--- src/rtl/mem_pkg.sv ---
`default_nettype none
// ============================================================================
// Module      : mem_pkg
// Description : Shared widths, owner encoding and read-tag type for the
//               video/processor block RAM port-B arbiter.
// Revision    : 1.0 - initial release
// ============================================================================
package mem_pkg;

    localparam int MEM_AW    = 15;
    localparam int MEM_DW    = 16;
    localparam int MEM_DEPTH = 1 << MEM_AW;

    localparam logic OWN_P = 1'b0;
    localparam logic OWN_D = 1'b1;

    typedef struct packed {
        logic valid;
        logic owner;
    } rd_tag_t;

    function automatic rd_tag_t make_tag(input logic valid, input logic owner);
        rd_tag_t t;
        t.valid = valid;
        t.owner = owner;
        return t;
    endfunction

endpackage
`default_nettype wire

--- src/rtl/rd_tag_pipe.sv ---
`default_nettype none
// ============================================================================
// Module      : rd_tag_pipe
// Description : DEPTH-stage shift register of read tags, synchronous reset.
// Revision    : 1.0 - initial release
// ============================================================================
module rd_tag_pipe
    import mem_pkg::*;
#(
    parameter int DEPTH = 1
) (
    input  logic       clk,
    input  logic       reset,
    input  logic [1:0] i_tag,
    output logic [1:0] o_tag
);

    rd_tag_t r_stage [DEPTH];

    always_ff @(posedge clk) begin
        if (reset) begin
            for (int i = 0; i < DEPTH; i++) begin
                r_stage[i] <= '0;
            end
        end else begin
            r_stage[0] <= rd_tag_t'(i_tag);
            for (int i = 1; i < DEPTH; i++) begin
                r_stage[i] <= r_stage[i-1];
            end
        end
    end

    assign o_tag = r_stage[DEPTH-1];

endmodule
`default_nettype wire

--- src/rtl/mem_port_arbiter.sv ---
`default_nettype none
// ============================================================================
// Module      : mem_port_arbiter
// Description : Round-robin arbiter sharing RAM port B between processor (P)
//               and DMA/loader (D), with read-data return tagging.
//               Optional burst priority enabled by defining MEM_ARB_BURST_EN.
// Revision    : 1.0 - initial release
// ============================================================================
module mem_port_arbiter
    import mem_pkg::*;
#(
    parameter int AW        = MEM_AW,
    parameter int DW        = MEM_DW,
    parameter int RD_LAT    = 1,
    parameter int BURST_LEN = 4
) (
    input  logic          clk,
    input  logic          reset,
    input  logic          p_req,
    input  logic          p_we,
    input  logic [AW-1:0] p_addr,
    input  logic [DW-1:0] p_wdata,
    output logic          p_gnt,
    output logic          p_rvalid,
    input  logic          d_req,
    input  logic          d_we,
    input  logic [AW-1:0] d_addr,
    input  logic [DW-1:0] d_wdata,
    output logic          d_gnt,
    output logic          d_rvalid,
    output logic [DW-1:0] rdata,
    output logic          ram_we,
    output logic [AW-1:0] ram_addr,
    output logic [DW-1:0] ram_din,
    input  logic [DW-1:0] ram_dout
);

    logic          r_last_win;
    logic [AW-1:0] r_addr_hold;
    logic [DW-1:0] r_din_hold;

    logic          w_keep;
    logic          w_win;
    logic          w_gnt;
    logic          w_we;
    logic [AW-1:0] w_addr;
    logic [DW-1:0] w_wdata;
    rd_tag_t       w_tag_in;
    rd_tag_t       w_tag_out;

`ifdef MEM_ARB_BURST_EN
    localparam int            CW        = (BURST_LEN > 1) ? $clog2(BURST_LEN) : 1;
    localparam logic [CW-1:0] C_CNT_MAX = CW'(BURST_LEN - 1);

    logic          r_granted;
    logic [CW-1:0] r_burst_cnt;

    // The last winner keeps priority only while its run is unbroken and short.
    assign w_keep = r_granted && (r_burst_cnt != C_CNT_MAX);

    always_ff @(posedge clk) begin
        if (reset) begin
            r_granted   <= 1'b0;
            r_burst_cnt <= '0;
        end else if (w_gnt) begin
            r_granted <= 1'b1;
            if (r_granted && (w_win == r_last_win)) begin
                if (r_burst_cnt != C_CNT_MAX) begin
                    r_burst_cnt <= r_burst_cnt + 1'b1;
                end
            end else begin
                r_burst_cnt <= '0;
            end
        end else begin
            r_granted   <= 1'b0;
            r_burst_cnt <= '0;
        end
    end
`else
    // Strict alternation: only a degenerate BURST_LEN could make this true.
    assign w_keep = (BURST_LEN < 1);
`endif

    always_comb begin
        w_win = d_req;
        if (p_req && d_req) begin
            w_win = w_keep ? r_last_win : ~r_last_win;
        end
    end

    assign w_gnt   = ~reset & (p_req | d_req);
    assign p_gnt   = w_gnt & (w_win == OWN_P);
    assign d_gnt   = w_gnt & (w_win == OWN_D);
    assign w_we    = (w_win == OWN_D) ? d_we    : p_we;
    assign w_addr  = (w_win == OWN_D) ? d_addr  : p_addr;
    assign w_wdata = (w_win == OWN_D) ? d_wdata : p_wdata;

    assign ram_we   = w_gnt & w_we;
    assign ram_addr = w_gnt ? w_addr  : r_addr_hold;
    assign ram_din  = w_gnt ? w_wdata : r_din_hold;

    always_ff @(posedge clk) begin
        if (reset) begin
            r_last_win  <= OWN_D;
            r_addr_hold <= '0;
            r_din_hold  <= '0;
        end else if (w_gnt) begin
            r_last_win  <= w_win;
            r_addr_hold <= w_addr;
            r_din_hold  <= w_wdata;
        end
    end

    assign w_tag_in = make_tag(w_gnt & ~w_we, w_win);

    rd_tag_pipe #(
        .DEPTH (RD_LAT)
    ) u_rd_tag_pipe (
        .clk   (clk),
        .reset (reset),
        .i_tag (w_tag_in),
        .o_tag (w_tag_out)
    );

    // Gating by reset drops a read that was in flight when reset arrived.
    assign p_rvalid = ~reset & w_tag_out.valid & (w_tag_out.owner == OWN_P);
    assign d_rvalid = ~reset & w_tag_out.valid & (w_tag_out.owner == OWN_D);
    assign rdata    = ram_dout;

endmodule
`default_nettype wire

--- config.mk ---
export PLATFORM = sky130hd
export DESIGN_NAME = mem_port_arbiter
export DESIGN_NICKNAME = d
export VERILOG_FILES = /design/src/rtl/mem_pkg.sv /design/src/rtl/rd_tag_pipe.sv /design/src/rtl/mem_port_arbiter.sv
export SDC_FILE = /design/constraint.sdc
export NUM_CORES = 1
export LEC_CHECK = 0
export ABC_AREA = 1
export CAP_MARGIN = 0
export CORE_ASPECT_RATIO = 0.5
export CORE_MARGIN = 4
export CORE_UTILIZATION = 40
export CTS_CLUSTER_SIZE = 40
export DETAILED_ROUTE_END_ITERATION = 10
export GPL_TIMING_DRIVEN = 0
export HOLD_SLACK_MARGIN = 0.12
export PLACE_DENSITY = 0.88
export SLEW_MARGIN = 5
export SYNTH_ARGS = -nofsm -noshare
export SYNTH_HDL_FRONTEND = slang
export SYNTH_SLANG_ARGS = --single-unit
--- constraint.sdc ---
create_clock -name clk -period 3.1 [get_ports clk]
set_input_delay 0.62 -clock clk [delete_from_list [all_inputs] [get_ports clk]]
set_output_delay 0.62 -clock clk [all_outputs]
set_load 0.01 [all_outputs]
## Yosys cells after proc, flatten, opt, wreduce, memory -nomap -nowiden

Memories as Yosys holds them, arrays and structs flattened.
Index checks and enable logic that the tools add are counted.

| cells by class | value |
|---|---|
| mux-type cells | 11 |
| bitwise logic cells | 14 |
| reduce and logical (&&, ||, !) cells | 2 |

Operator list:

| operator | count |
|---|---|
| 16-bit 2-to-1 mux | 2 |
| 15-bit 2-to-1 mux | 2 |
| 1-bit bitwise AND | 8 |
| 1-bit 2-to-1 mux | 6 |
| 1-bit NOT | 5 |
| 2-bit 2-to-1 mux | 1 |
| 2-bit OR reduction | 1 |
| 1-bit logical AND | 1 |
| 1-bit OR | 1 |

| word-level totals | value |
|---|---|
| word-level logic and storage cells | 31 |
| flip-flop bits (word level) | 32 |
| output and inout port bits | 52 |
| RAM bits | 2 |
| memories kept | 1 |
| bits of input ports | 84 |

Memory list:

| memory | words | bits a word | read ports | clocked after Yosys merged registers in | write ports | line | text |
|---|---|---|---|---|---|---|---|
| u_rd_tag_pipe.r_stage | 1 | 2 | 1 | 0 | 1 | rd_tag_pipe.sv:18 | `rd_tag_t r_stage [DEPTH];` |

## Depth between registers and ports, before layout

Gate-level depths: netlist of the first run.

| depth | value |
|---|---|
| depth in word-level cells | 6 |
| depth in mapped cells | 7 |
| gate-level depth less buffers | 5 |

## Cells and area by module

A second synthesis of the first run with hierarchy kept.

| unflattened totals | value |
|---|---|
| cell total of the unflattened synthesis | 310 |
| area, all modules | 2038.2 µm² |

By module, submodules not included:

| module | cells each | instances | sequential area each (µm²) | area each (µm²) |
|---|---|---|---|---|
| mem_port_arbiter | 304 | 1 | 640.6 | 1983.2 |
| rd_tag_pipe | 6 | 1 | 40.0 | 55.1 |

## Worst setup path after synthesis of the first run

No wires, ideal clock.

| path | value |
|---|---|
| path kind | input-to-output |
| start point | input port d_req |
| end point | output port ram_we |
| slack | 1.106 ns |
| arrival | 1.374 ns |
| buffers on the path | 2 |
| data required time | 2.480 ns |
| cell stages on the path | 4 |
| cells stage by stage | buf_6 -> clkbuf_1 -> nand3_1 -> a21oi_1 |

| on the way | value |
|---|---|
| longest elaborated chain between the ends | 4 |
| elaborated cells on any way between the ends | 6 |
| those cells by class | mux: 2; bitwise: 3; reduce/logical: 1 |

Ends and longest elaborated chain:

| what | line | text |
|---|---|---|
| start: declaration | mem_port_arbiter.sv:25 | `input logic d_req,` |
| 1-bit logical AND | mem_port_arbiter.sv:86 | `if (p_req && d_req) begin` |
| 1-bit 2-to-1 mux | mem_port_arbiter.sv:86 |  |
| 1-bit 2-to-1 mux | mem_port_arbiter.sv:94 | `assign w_we = (w_win == OWN_D) ? d_we : p_we;` |
| 1-bit bitwise AND (*) | mem_port_arbiter.sv:98 | `assign ram_we = w_gnt & w_we;` |
| end: declaration | mem_port_arbiter.sv:32 | `output logic ram_we,` |

Every way passes the cells marked *; elsewhere a longest branch is shown, timed or not.

## Final worst setup path of the first run

| path | value |
|---|---|
| start point | input port p_req |
| end point | output port ram_we |

| on the way | value |
|---|---|
| longest elaborated chain between the ends | 4 |
| elaborated cells on any way between the ends | 6 |
| those cells by class | mux: 2; bitwise: 3; reduce/logical: 1 |

Ends and longest elaborated chain:

| what | line | text |
|---|---|---|
| start: declaration | mem_port_arbiter.sv:19 | `input logic p_req,` |
| 1-bit logical AND | mem_port_arbiter.sv:86 |  |
| 1-bit 2-to-1 mux | mem_port_arbiter.sv:86 |  |
| 1-bit 2-to-1 mux | mem_port_arbiter.sv:94 |  |
| 1-bit bitwise AND (*) | mem_port_arbiter.sv:98 |  |

Marked as above.

==> results.md, run 1 <==
- Crit path launch type: primary input
- Post-synthesis share of cell area spent on full adders, half adders and majority gates: 0
- Worst path cell trace: clkdlybuf4s50_1 > nand2_2 > nand2_4 > buf_4 > nand2_1 > a21oi_1 > clkdlybuf4s50_1
- CTS Buf Count: 5
- CP max stage cell: clkdlybuf4s50_1
- Overall die width: ~110 µm
- Period utilisation layout: 0.9704
- Maximum fanout along the worst path: 10
- Cell seen most often among critical-path stages: clkdlybuf4s50_1
- Worst hold path type: register to register
- Data arrival at the endpoint of the critical path: around 2.4 ns
- Share of layout cells above drive strength 1: 0.1041
- Vias after detailed routing: around 2400
- Clock-pin transition on the worst setup and hold timing paths: roughly 0.060 ns
- Netlist area before placement: 0.002112 mm²
- Post-DR wirelength/cell: 11.96 µm
- Parity-gate share of the synthesized area counting xor and xnor cells: 0
- Layout Skew: about 0.0066 ns
- Core ar.: roughly 0.005 mm²
- Combined buffer and inverter count along the critical path: 3
- Pre-antenna DRT Iters: 4
- Number of synthesized register bits: 34
- CTS tree: built
- Fin cells: 531
- Starting Density: 0.4205
- Leading post-synthesis cells by cell area: dfxtp_1 32%, nand2_1 16%, nand3_1 15%, inv_1 11%, buf_4 7.8%
- Number of cells produced by synthesis: ~340
- Detailed-route DRC error count: 0
- Initial antenna violation count: 0
- Max Slew Vio Count: 0
- Global-route wire length before repair: a little under 10000 µm
- Syn_area_per_cell: roughly 6.2 µm²
- Root buffer cell: clkbuf_8
- Final Hold Slack: about 0.47 ns
- Largest family of logic cells by synthesized area: simple AND/OR/NAND/NOR gates
- Result of the run: complete, no violations
- Upper clock frequency limit: roughly 330 MHz
- Number of endpoints failing setup at the final stage: 0
- Cell Rows: 18
- Category of cells accounting for the largest share of critical-path delay: buffers and inverters
- Area fraction of the dominant cell type after synthesis: 0.3223
- Antenna Nets Post-Route: 0
- Hold-fix buffers, CTS: 0
- Endpoint class of the critical path: output pin
- Top cell type by total area after synthesis: dfxtp_1
- Synthesized-area fraction occupied by ao, oa, aoi and oai cells: 0.07998
- Mux share of post-synthesis cell area: 0
- CP required: 2.48 ns
- Setup Fix Bufs, Post-CTS: 0
- First DRT Iteration DRCs: 113
- Post-Synth Simple-Gate Area: 0.3608
- Number of warnings issued by yosys: 0
- Post-route standard cell area excluding fillers: 0.003460 mm²
- DR vias/cell: around 4.5
- Overflow left after global routing: 0
- Number of top-level design ports: about 140
- Final nets: between 500 and 600
- Largest net degree at the start of global routing: 11
- CTS H-Tree Depth: 2
- Placed insts: ~530
- Worst-case clock buffer depth: 2
- Layout Area Growth over Synthesis: 63.80%
- Leakage power total: approximately 1.8 nW
- Insertion delay to the later sink of the worst-skew pair: roughly 0.28 ns
- Number of hold-slack violations in the final timing report: 0
- Final weighted congestion in routability-driven placement: between 0.7 and 0.8
- Worst-case setup slack after placement: ~0.050 ns
- Overall power: between 1 and 1.5 mW
- Number of buffers inserted by port buffering: about 120
- Total power per unit cell area: roughly 360 mW/mm²
- Post-synthesis sequential area ratio: 0.3223
- Worst slew margin relative to its limit: 0.6561
- Max-capacitance violation count: 0
- Slowest Stage Delay on Critical Path: 0.55 ns
- Chip Height: a little under 60 µm
- Maximum ir drop on the vdd rail: 194.3 µV
- Setup Total Neg Slack: 0 ns
- Overall routing resource usage: 0.1830
- Total half-perimeter wirelength after legalization and detailed placement: between 4000 and 5000 µm
- Min Tclk post-route: 3.008 ns
- Final Core Density: 0.6888
- Final worst-path setup slack: between 0.09 and 0.1 ns
- Placed standard-cell area: around 0.0034 mm²
- Die ar.: ~0.0066 mm²
- Clock sink count: 34
- Kind of critical path: primary input to output pin
- Number of global-route vias before repair: about 2200
- Final antenna diode count: 0
- Distinct cells, synth: 16
- Nets in the synthesized netlist: about 420
- Wire length after detailed routing: approximately 6400 µm
- Least-Margin Pin Slew: between 0.5 and 0.6 ns
## cells in the mapped netlist
master and count:
inv_6 1, nor2_4 1, a21oi_1 32, a21oi_2 1
nor2_1 5, nand3_1 64, dfxtp_1 34, nand2_2 8
buf_4 22, buf_6 4, nand2_1 91, nor2_8 1
inv_1 64, buf_1 1, clkbuf_1 6, buf_2 3
## worst register-to-register path, cell delays in order (launching register included)
cell     delay [ns]
dfxtp_1        0.36
nand2_2        0.13
nand2_4        0.13
buf_4          0.18
nand2_1        0.07
nand3_1        0.10
a21oi_1        0.07
## final cells by class
type / count / area (µm²)
timing repair buffer: 117 / 1171
sequential: 34 / 680.7
tap: 70 / 87.58
buffer: 36 / 252.7
clock buffer: 6 / 82.58
inverter: 65 / 249.0
fill: 419 / 1563
multi-input combinational: 203 / 935.9
## where the power goes
part / leakage, nW / switching [mW] / internal (mW) / total (mW)
Sequential: 0.280 / 0.00903 / 0.467 / 0.476
Clock: 0.0431 / 0.153 / 0.171 / 0.324
Combinational: 1.43 / 0.190 / 0.244 / 0.434
## worst paths after layout
kind,startpoint,endpoint,slack [ns],depth (start not counted)
worst max-delay path,p_req,ram_we,0.09,7
worst min-delay path,r_din_hold[10],r_din_hold[10],0.47,2
worst max register to register,r_last_win,r_din_hold[11],1.92,6
worst min register to register,r_din_hold[10],r_din_hold[10],0.47,2
## metal layers
| layer | GRT usage | wire length (µm) | up-vias |
|---|---|---|---|
| li1 | - | - | 1266 |
| met1 | 0.2139 | 2614 | 1064 |
| met2 | 0.3457 | 3292 | 72 |
| met3 | 0.05810 | 408 | 6 |
| met4 | 0.02281 | 35 | 0 |
| met5 | 0 | 0 | - |
## cell families (layout without fill, tap and decap cells)
family | count (synthesis) | in the layout
flip-flops | 34 | 34
buffers and inverters | 101 | 224
AO/OA/AOI/OAI | 33 | 33
AND/OR/NAND/NOR | 170 | 170
## registers in the layout (all words and copies together) (netlist names)
signal                 cells
r_last_win                 1
r_addr_hold               15
r_din_hold                16
u_rd_tag_pipe.r_stage      2
## cell usage in the layout, fill, tap and decap left out, drive strengths merged
cell type	instances
a21oi	33
buf	30
clkbuf	12
clkdlybuf4s50	117
dfxtp	34
inv	65
nand2	99
nand3	64
nor2	7
## what timing repair did
item                                    in CTS  in global routing
endpoints found under the setup margin       0                 15
gates resized for setup                      0                  3
hold endpoints to repair                     0                  0
Power figures use the tool's default switching activity.
==> inputs of run 2 (changes only) <==
Settings changed: ABC_AREA 1 to unset, CORE_UTILIZATION 40 to 39, PLACE_DENSITY 0.88 to 0.87, SLEW_MARGIN 5 to unset.
==> run 2 against run 1 <==
Effect of this change: global-route usage is 2.0 points higher; clock skew is 0.0011 ns lower; maximum frequency is 0.17% lower; combinational power is 12% higher; cell area is 1.4% higher; critical endpoint is now ram_addr[9].
==> results.md, run 2 <==
- Total half-perimeter wirelength after legalization and detailed placement: roughly 5600 µm
- Largest net degree at the start of global routing: 12
- Upper clock frequency limit: between 300 and 400 MHz
- Endpoint class of the critical path: output pin
- Number of synthesized flops with an enable pin: 0
- DR vias/cell: 5.304
- Final Hold Slack: 0.5590 ns
- Crit path launch type: primary input
- Overall power: ~1.5 mW
- Final antenna diode count: 0
- Pre-antenna DRT Iters: 4
- Placed insts: 430
- Top cell type by total area after synthesis: dfxtp_1
- Largest family of logic cells by synthesized area: compound AO/OA/AOI/OAI gates
- Number of hold-slack violations in the final timing report: 0
- Result of the run: complete, no violations
- First DRT Iteration DRCs: ~100
- CP required: around 2.5 ns
- Post-synthesis share of cell area spent on full adders, half adders and majority gates: 0
- Hold-fix buffers, CTS: 0
- Min Tclk post-route: about 3.0 ns
- Netlist area before placement: roughly 0.0021 mm²
- Number of warnings issued by yosys: 0
- Area fraction of the dominant cell type after synthesis: 0.3293
- Antenna Nets Post-Route: 0
- Final weighted congestion in routability-driven placement: slightly above 0.8
- Clock-pin transition on the worst setup and hold timing paths: around 0.070 ns
- Number of top-level design ports: ~140
- Kind of critical path: primary input to output pin
- Most common cell in the netlist: nand2_1
- Clock sink count: 34
- Post-Synth Simple-Gate Area: 0.2016
- Number of endpoints failing setup at the final stage: 0
- Dominant register cell in the synthesized netlist: dfxtp_1
- Share of layout cells above drive strength 1: 0.2210
- Insertion delay to the later sink of the worst-skew pair: ~0.29 ns
- Register bank with the most flops: r_din_hold
- Most frequent cells in the layout: 103 x clkdlybuf4s50_1, 55 x nand2_1, 35 x nor2_1
- Final worst-path setup slack: ~0.087 ns
- Wire length after detailed routing: between 6000 and 7000 µm
- CTS H-Tree Depth: 2
- Least-Margin Pin Slew: approximately 0.7 ns
- Initial antenna violation count: 0
- Final nets: between 400 and 500
- Period utilisation layout: 0.9720
- Fin cells: 441
- Max-capacitance violation count: 0
- Detailed-route DRC error count: 0
- Cell Rows: 18
- Max Slew Vio Count: 0
- Post-synthesis sequential area ratio: 0.3293
- Synthesized-area fraction occupied by ao, oa, aoi and oai cells: 0.3287
- Nets in the synthesized netlist: roughly 330
- Root buffer cell: clkbuf_8
- Overflow left after global routing: 0
- Distinct cells, synth: 22
- Post-DR wirelength/cell: between 15 and 20 µm
- Syn_area_per_cell: roughly 8.6 µm²
- Number of cells on the worst reg-to-reg path: 5
- Ranking of synthesized cells by instance count: 55 x nand2_1, 35 x nor2_1, 34 x dfxtp_1, 31 x a31oi_1, 26 x a311oi_2
- Number of synthesized register bits: 34
- Vias after detailed routing: between 2000 and 2500
- Most common library cell in the layout ignoring fill and taps: clkdlybuf4s50_1
- Parity-gate share of the synthesized area counting xor and xnor cells: 0
- Unrepaired setup endpoints after global routing: no
- Registers with the most flip-flops: r_din_hold x16, r_addr_hold x15, u_rd_tag_pipe.r_stage x2
- Number of cells produced by synthesis: ~240
- Global-route wire length before repair: between 10000 and 15000 µm
- Layout Skew: between 0.005 and 0.006 ns
- Worst-case clock buffer depth: 2
- Starting Density: 0.4116
- Layout Area Growth over Synthesis: 69.79%
- Worst-case setup slack after placement: -0.09478 ns
- Overall routing resource usage: 0.2032
- Leading post-synthesis cells by cell area: dfxtp_1 33%, a311oi_2 19%, nand2_1 10%, a31oi_1 9.4%, buf_4 6.9%
- Number of inserted filler cells in the final layout: ~380
- Chip Height: just under 60 µm
- CTS tree: built
- Data arrival at the endpoint of the critical path: about 2.4 ns
- Worst slew margin relative to its limit: 0.5338
- Number of flip-flops under the largest register name: 16
- Maximum ir drop on the vdd rail: 215.9 µV
- Mux share of post-synthesis cell area: 0.004843
- Core ar.: between 0.005 and 0.006 mm²
- Leakage power total: ~1.4 nW
- Number of global-route vias before repair: around 2400
- Async S/R FF share, synth: 0
- CTS Buf Count: 5
- Number of cells on the worst hold path: 2
- Die ar.: 0.006600 mm²
- Total power per unit cell area: roughly 420 mW/mm²
- Number of buffers inserted by port buffering: around 120
- Maximum fanout along the worst path: 10
- Overall die width: 111.0 µm
- Worst hold path type: register to register
==> run 2: cell count changes after synthesis, sizes merged, moves of 5 or more <==
cell / delta
a21oi: -33
a311oi: +31
a31oi: +31
buf: +6
clkbuf: -5
inv: -65
nand2: -36
nand3: -64
nor2: +28
==> run 2: layout make-up <==
| class | count | area [µm²] | share of cell area |
|---|---|---|---|
| timing repair buffer | 122 | 1212 | 0.3455 |
| multi-input combinational | 170 | 1106 | 0.3152 |
| sequential | 34 | 680.7 | 0.1939 |
| buffer | 37 | 280.3 | 0.07986 |
| tap | 70 | 87.58 | 0.02496 |
| clock buffer | 6 | 82.58 | 0.02353 |
| clock inverter | 2 | 60.06 | 0.01711 |
==> run 2: path summary, 6_finish.rpt <==
path                         from              end  slack [ns]
hold reg to reg   r_addr_hold[13]  r_addr_hold[13]        0.56
hold / removal    r_addr_hold[13]  r_addr_hold[13]        0.56
setup reg to reg       r_last_win   r_addr_hold[7]        1.80
setup / recovery            reset      ram_addr[9]        0.09
==> run 2: where the power goes <==
group,leakage [nW],total (mW),internal (mW),switching [mW]
combinational,1.08,0.486,0.263,0.223
clock,0.0714,0.507,0.343,0.164
sequential,0.282,0.482,0.471,0.0108
total,1.43,1.48,1.08,0.398
==> run 2: repair_timing <==
item / in CTS / in global routing
endpoints found under the setup margin: 31 / 22
buffers inserted: 3 / 0
gates resized for setup: 11 / 5
==> run 2: metrics by stage <==
| step | util | TNS, ns | cell area, µm² |
|---|---|---|---|
| 5_1_grt | 0.6988 | 0 | 3510 |
| 6_report | 0.6988 | 0 | 3510 |
| 4_1_cts | 0.6963 | 0 | 3497 |
| 2_1_floorplan | - | 0 | 2067 |
| 3_3_place_gp | 0.6662 | -0.6927 | 3346 |
| 3_5_place_dp | 0.6662 | -1.839 | 3346 |
==> run 2: logic make-up after synthesis <==
logic type	Yosys count
and+or+nand+nor	102
AOI/OAI and AO/OA	67
buffers and inverters	37
DFF	34
muxes	1
==> run 2: critical path, cell delays in order <==
cell and delay (ns):
clkdlybuf4s50_1 0.41, o21ba_2 0.28, buf_2 0.25, nor2_1 0.09, a31oi_1 0.17, clkdlybuf4s50_1 0.57
==> run 2: layer usage <==
layer	vias to the layer above	routed length, µm	track usage	share of wire
met5	-	0	0	0
met1	1122	2850	0.2366	0.41
li1	1119	-	-	-
met3	18	351	0.04485	0.050
met2	80	3639	0.3793	0.52
met4	0	119	0.07018	0.017
==> inputs of run 3 (changes only) <==
Settings changed: CORE_UTILIZATION 39 to 36, PLACE_DENSITY 0.87 to 0.81.
Clock period 3.1 ns to 2.9 ns, I/O delays scaled along.
==> run 3 against run 2 <==
Effect of this change: wire length rose by 1.1%; clock-buffer cell count rose by 1; register-to-register slack worse by 0.19 ns.
==> results.md, run 3 (same netlist as run 2, synthesis figures left out) <==
- Upper clock frequency limit: between 300 and 400 MHz
- Final worst-path setup slack: 0.04566 ns
- Number of endpoints failing setup at the final stage: 0
- Maximum fanout along the worst path: 5
- Register bank with the most flops: r_din_hold
- Share of layout cells above drive strength 1: 0.2246
- Cell Rows: 19
- Crit path launch type: primary input
- Leakage power total: ~1.5 nW
- Overflow left after global routing: 0
- Most frequent cells in the layout: 86 x clkdlybuf4s50_1, 55 x nand2_1, 35 x nor2_1
- Endpoint class of the critical path: output pin
- CTS tree: built
- Core ar.: approximately 0.0055 mm²
- Minimum setup slack among reg-to-reg paths: roughly 1.6 ns
- Registers with the most flip-flops: r_din_hold x16, r_addr_hold x15, u_rd_tag_pipe.r_stage x2
- Detailed-route DRC error count: 0
- Cell seen most often among critical-path stages: clkdlybuf4s50_1
- Root buffer cell: clkbuf_16
- Die ar.: slightly above 0.007 mm²
- Overall power: approximately 1.6 mW
- Insertion delay to the later sink of the worst-skew pair: 0.28 ns
- Starting Density: 0.3748
- Slowest Stage Delay on Critical Path: approximately 0.53 ns
- Worst-case clock buffer depth: 2
- Worst slew margin relative to its limit: 0.4992
- Final nets: approximately 460
- Maximum ir drop on the vdd rail: 255.6 µV
- Chip Height: a little over 60 µm
- Number of inserted filler cells in the final layout: 460
- Number of buffers inserted by port buffering: ~120
- Max-capacitance violation count: 0
- Number of top-level design ports: roughly 140
- Total half-perimeter wirelength after legalization and detailed placement: roughly 5400 µm
- Worst-case setup slack after placement: -0.2171 ns
- Data arrival at the endpoint of the critical path: 2.27 ns
- Result of the run: complete, no violations
- Max Slew Vio Count: 0
- Period utilisation layout: 0.9843
- Final antenna diode count: 0
- Post-DR wirelength/cell: 15.75 µm
- Layout Area Growth over Synthesis: 70.70%
- Overall routing resource usage: 0.1901
- Wire length after detailed routing: 7040 µm
- Fin cells: 447
- Capture instance of the worst register-to-register path: r_addr_hold[12]
- Start point of the critical path: d_req
- Worst hold path type: register to register
- Number of hold-slack violations in the final timing report: 0
- Layout Skew: between 0.003 and 0.004 ns
- Number of cells on the worst hold path: 2
- Most common library cell in the layout ignoring fill and taps: clkdlybuf4s50_1
- Placed insts: about 430
- Startpoint of the worst register-to-register path: r_last_win
- Total power per unit cell area: ~460 mW/mm²
- Largest net degree at the start of global routing: 11
- Number of global-route vias before repair: ~2400
- CTS Buf Count: 5
- Min Tclk post-route: ~2.9 ns
- Clock sink count: 34
- CTS H-Tree Depth: 2
- Kind of critical path: primary input to output pin
- Number of flip-flops under the largest register name: 16
- Pre-antenna DRT Iters: 4
- DR vias/cell: roughly 5.2
- Hold-fix buffers, CTS: 0
- Global-route wire length before repair: ~11000 µm
- First DRT Iteration DRCs: 106
- Least-Margin Pin Slew: about 0.75 ns
- CP required: about 2.3 ns
- Overall die width: 115.2 µm
- Worst path cell trace: clkdlybuf4s50_1 > a21boi_4 > buf_4 > mux2i_2 > nor2_1 > clkdlybuf4s50_1
- Vias after detailed routing: about 2300
- Worst setup path endpoint: ram_we
- Final weighted congestion in routability-driven placement: around 0.82
- Number of cells on the worst reg-to-reg path: 5
- Initial antenna violation count: 0
- CP max stage cell: clkdlybuf4s50_1
- Antenna Nets Post-Route: 0
- Clock-pin transition on the worst setup and hold timing paths: ~0.05 ns
==> run 3: cell types whose count changed in the layout (fill, tap and decap cells not counted), moves of 2 or more <==
cell / previous run / this run
buf_4: 22 / 25
clkbuf_16: 0 / 5
clkbuf_8: 6 / 0
clkdlybuf4s50_1: 103 / 86
clkbuf_1: 1 / 3
dlygate4sd2_1: 11 / 31
dlymetal6s2s_1: 5 / 1
==> run 3: worst min-delay path by stage <==
stage          slack, ns              end       startpoint
3_5_place_dp        0.53  r_addr_hold[13]  r_addr_hold[13]
5_1_grt             0.58    r_din_hold[5]    r_din_hold[5]
4_1_cts             0.54  r_addr_hold[13]  r_addr_hold[13]
6_report            0.55  r_addr_hold[13]  r_addr_hold[13]
2_1_floorplan       0.51  r_addr_hold[14]  r_addr_hold[14]
3_3_place_gp        0.52  r_addr_hold[13]  r_addr_hold[13]
==> run 3: worst max-delay path: cells and delay by family <==
family                 cells  cell delay [ns]
buffers and inverters      3             1.16
AO/OA/AOI/OAI              1             0.25
multiplexers               1             0.23
AND/OR/NAND/NOR            1             0.06
==> run 3: report_power, final <==
part           internal [mW]  switching, mW  total (mW)
Clock                  0.406          0.189       0.595
Sequential             0.505         0.0118       0.517
Combinational          0.265          0.240       0.504
Total                   1.18          0.441        1.62
==> run 3: layer usage <==
| metal | global-route usage | part of all wire |
|---|---|---|
| met1 | 0.2267 | 0.42 |
| met2 | 0.3479 | 0.53 |
| met3 | 0.04907 | 0.046 |
| met4 | 0.05351 | 0.0099 |
| met5 | 0 | 0 |
==> run 3: cell type report <==
type / instances / area, µm² / area share
Buffer: 37 / 284.0 / 0.08050
Clock buffer: 7 / 132.6 / 0.03759
Clock inverter: 1 / 30.03 / 0.008511
Multi-Input combinational cell: 170 / 1110 / 0.3145
Sequential cell: 34 / 680.7 / 0.1929
Tap cell: 73 / 91.34 / 0.02589
Timing Repair Buffer: 125 / 1200 / 0.3401
==> run 3: through the flow <==
stage	utilization	hold WS [ns]	area (µm²)	setup TNS [ns]
after floorplan	-	0.5067	2067	0
after global placement	0.6073	0.5215	3349	-4.614
after detailed placement	0.6073	0.5326	3349	-5.012
after CTS	0.6370	0.5397	3513	0
after global routing	0.6397	0.5826	3528	-0.01054
final	0.6397	0.5461	3528	0
==> run 3: what timing repair did <==
item / CTS / global route
resized for setup: 33 / 3
buffers inserted: 5 / 1
setup endpoints to repair: 31 / 6
endpoints found under the hold margin: 0 / 0
pin swaps: 0 / 0
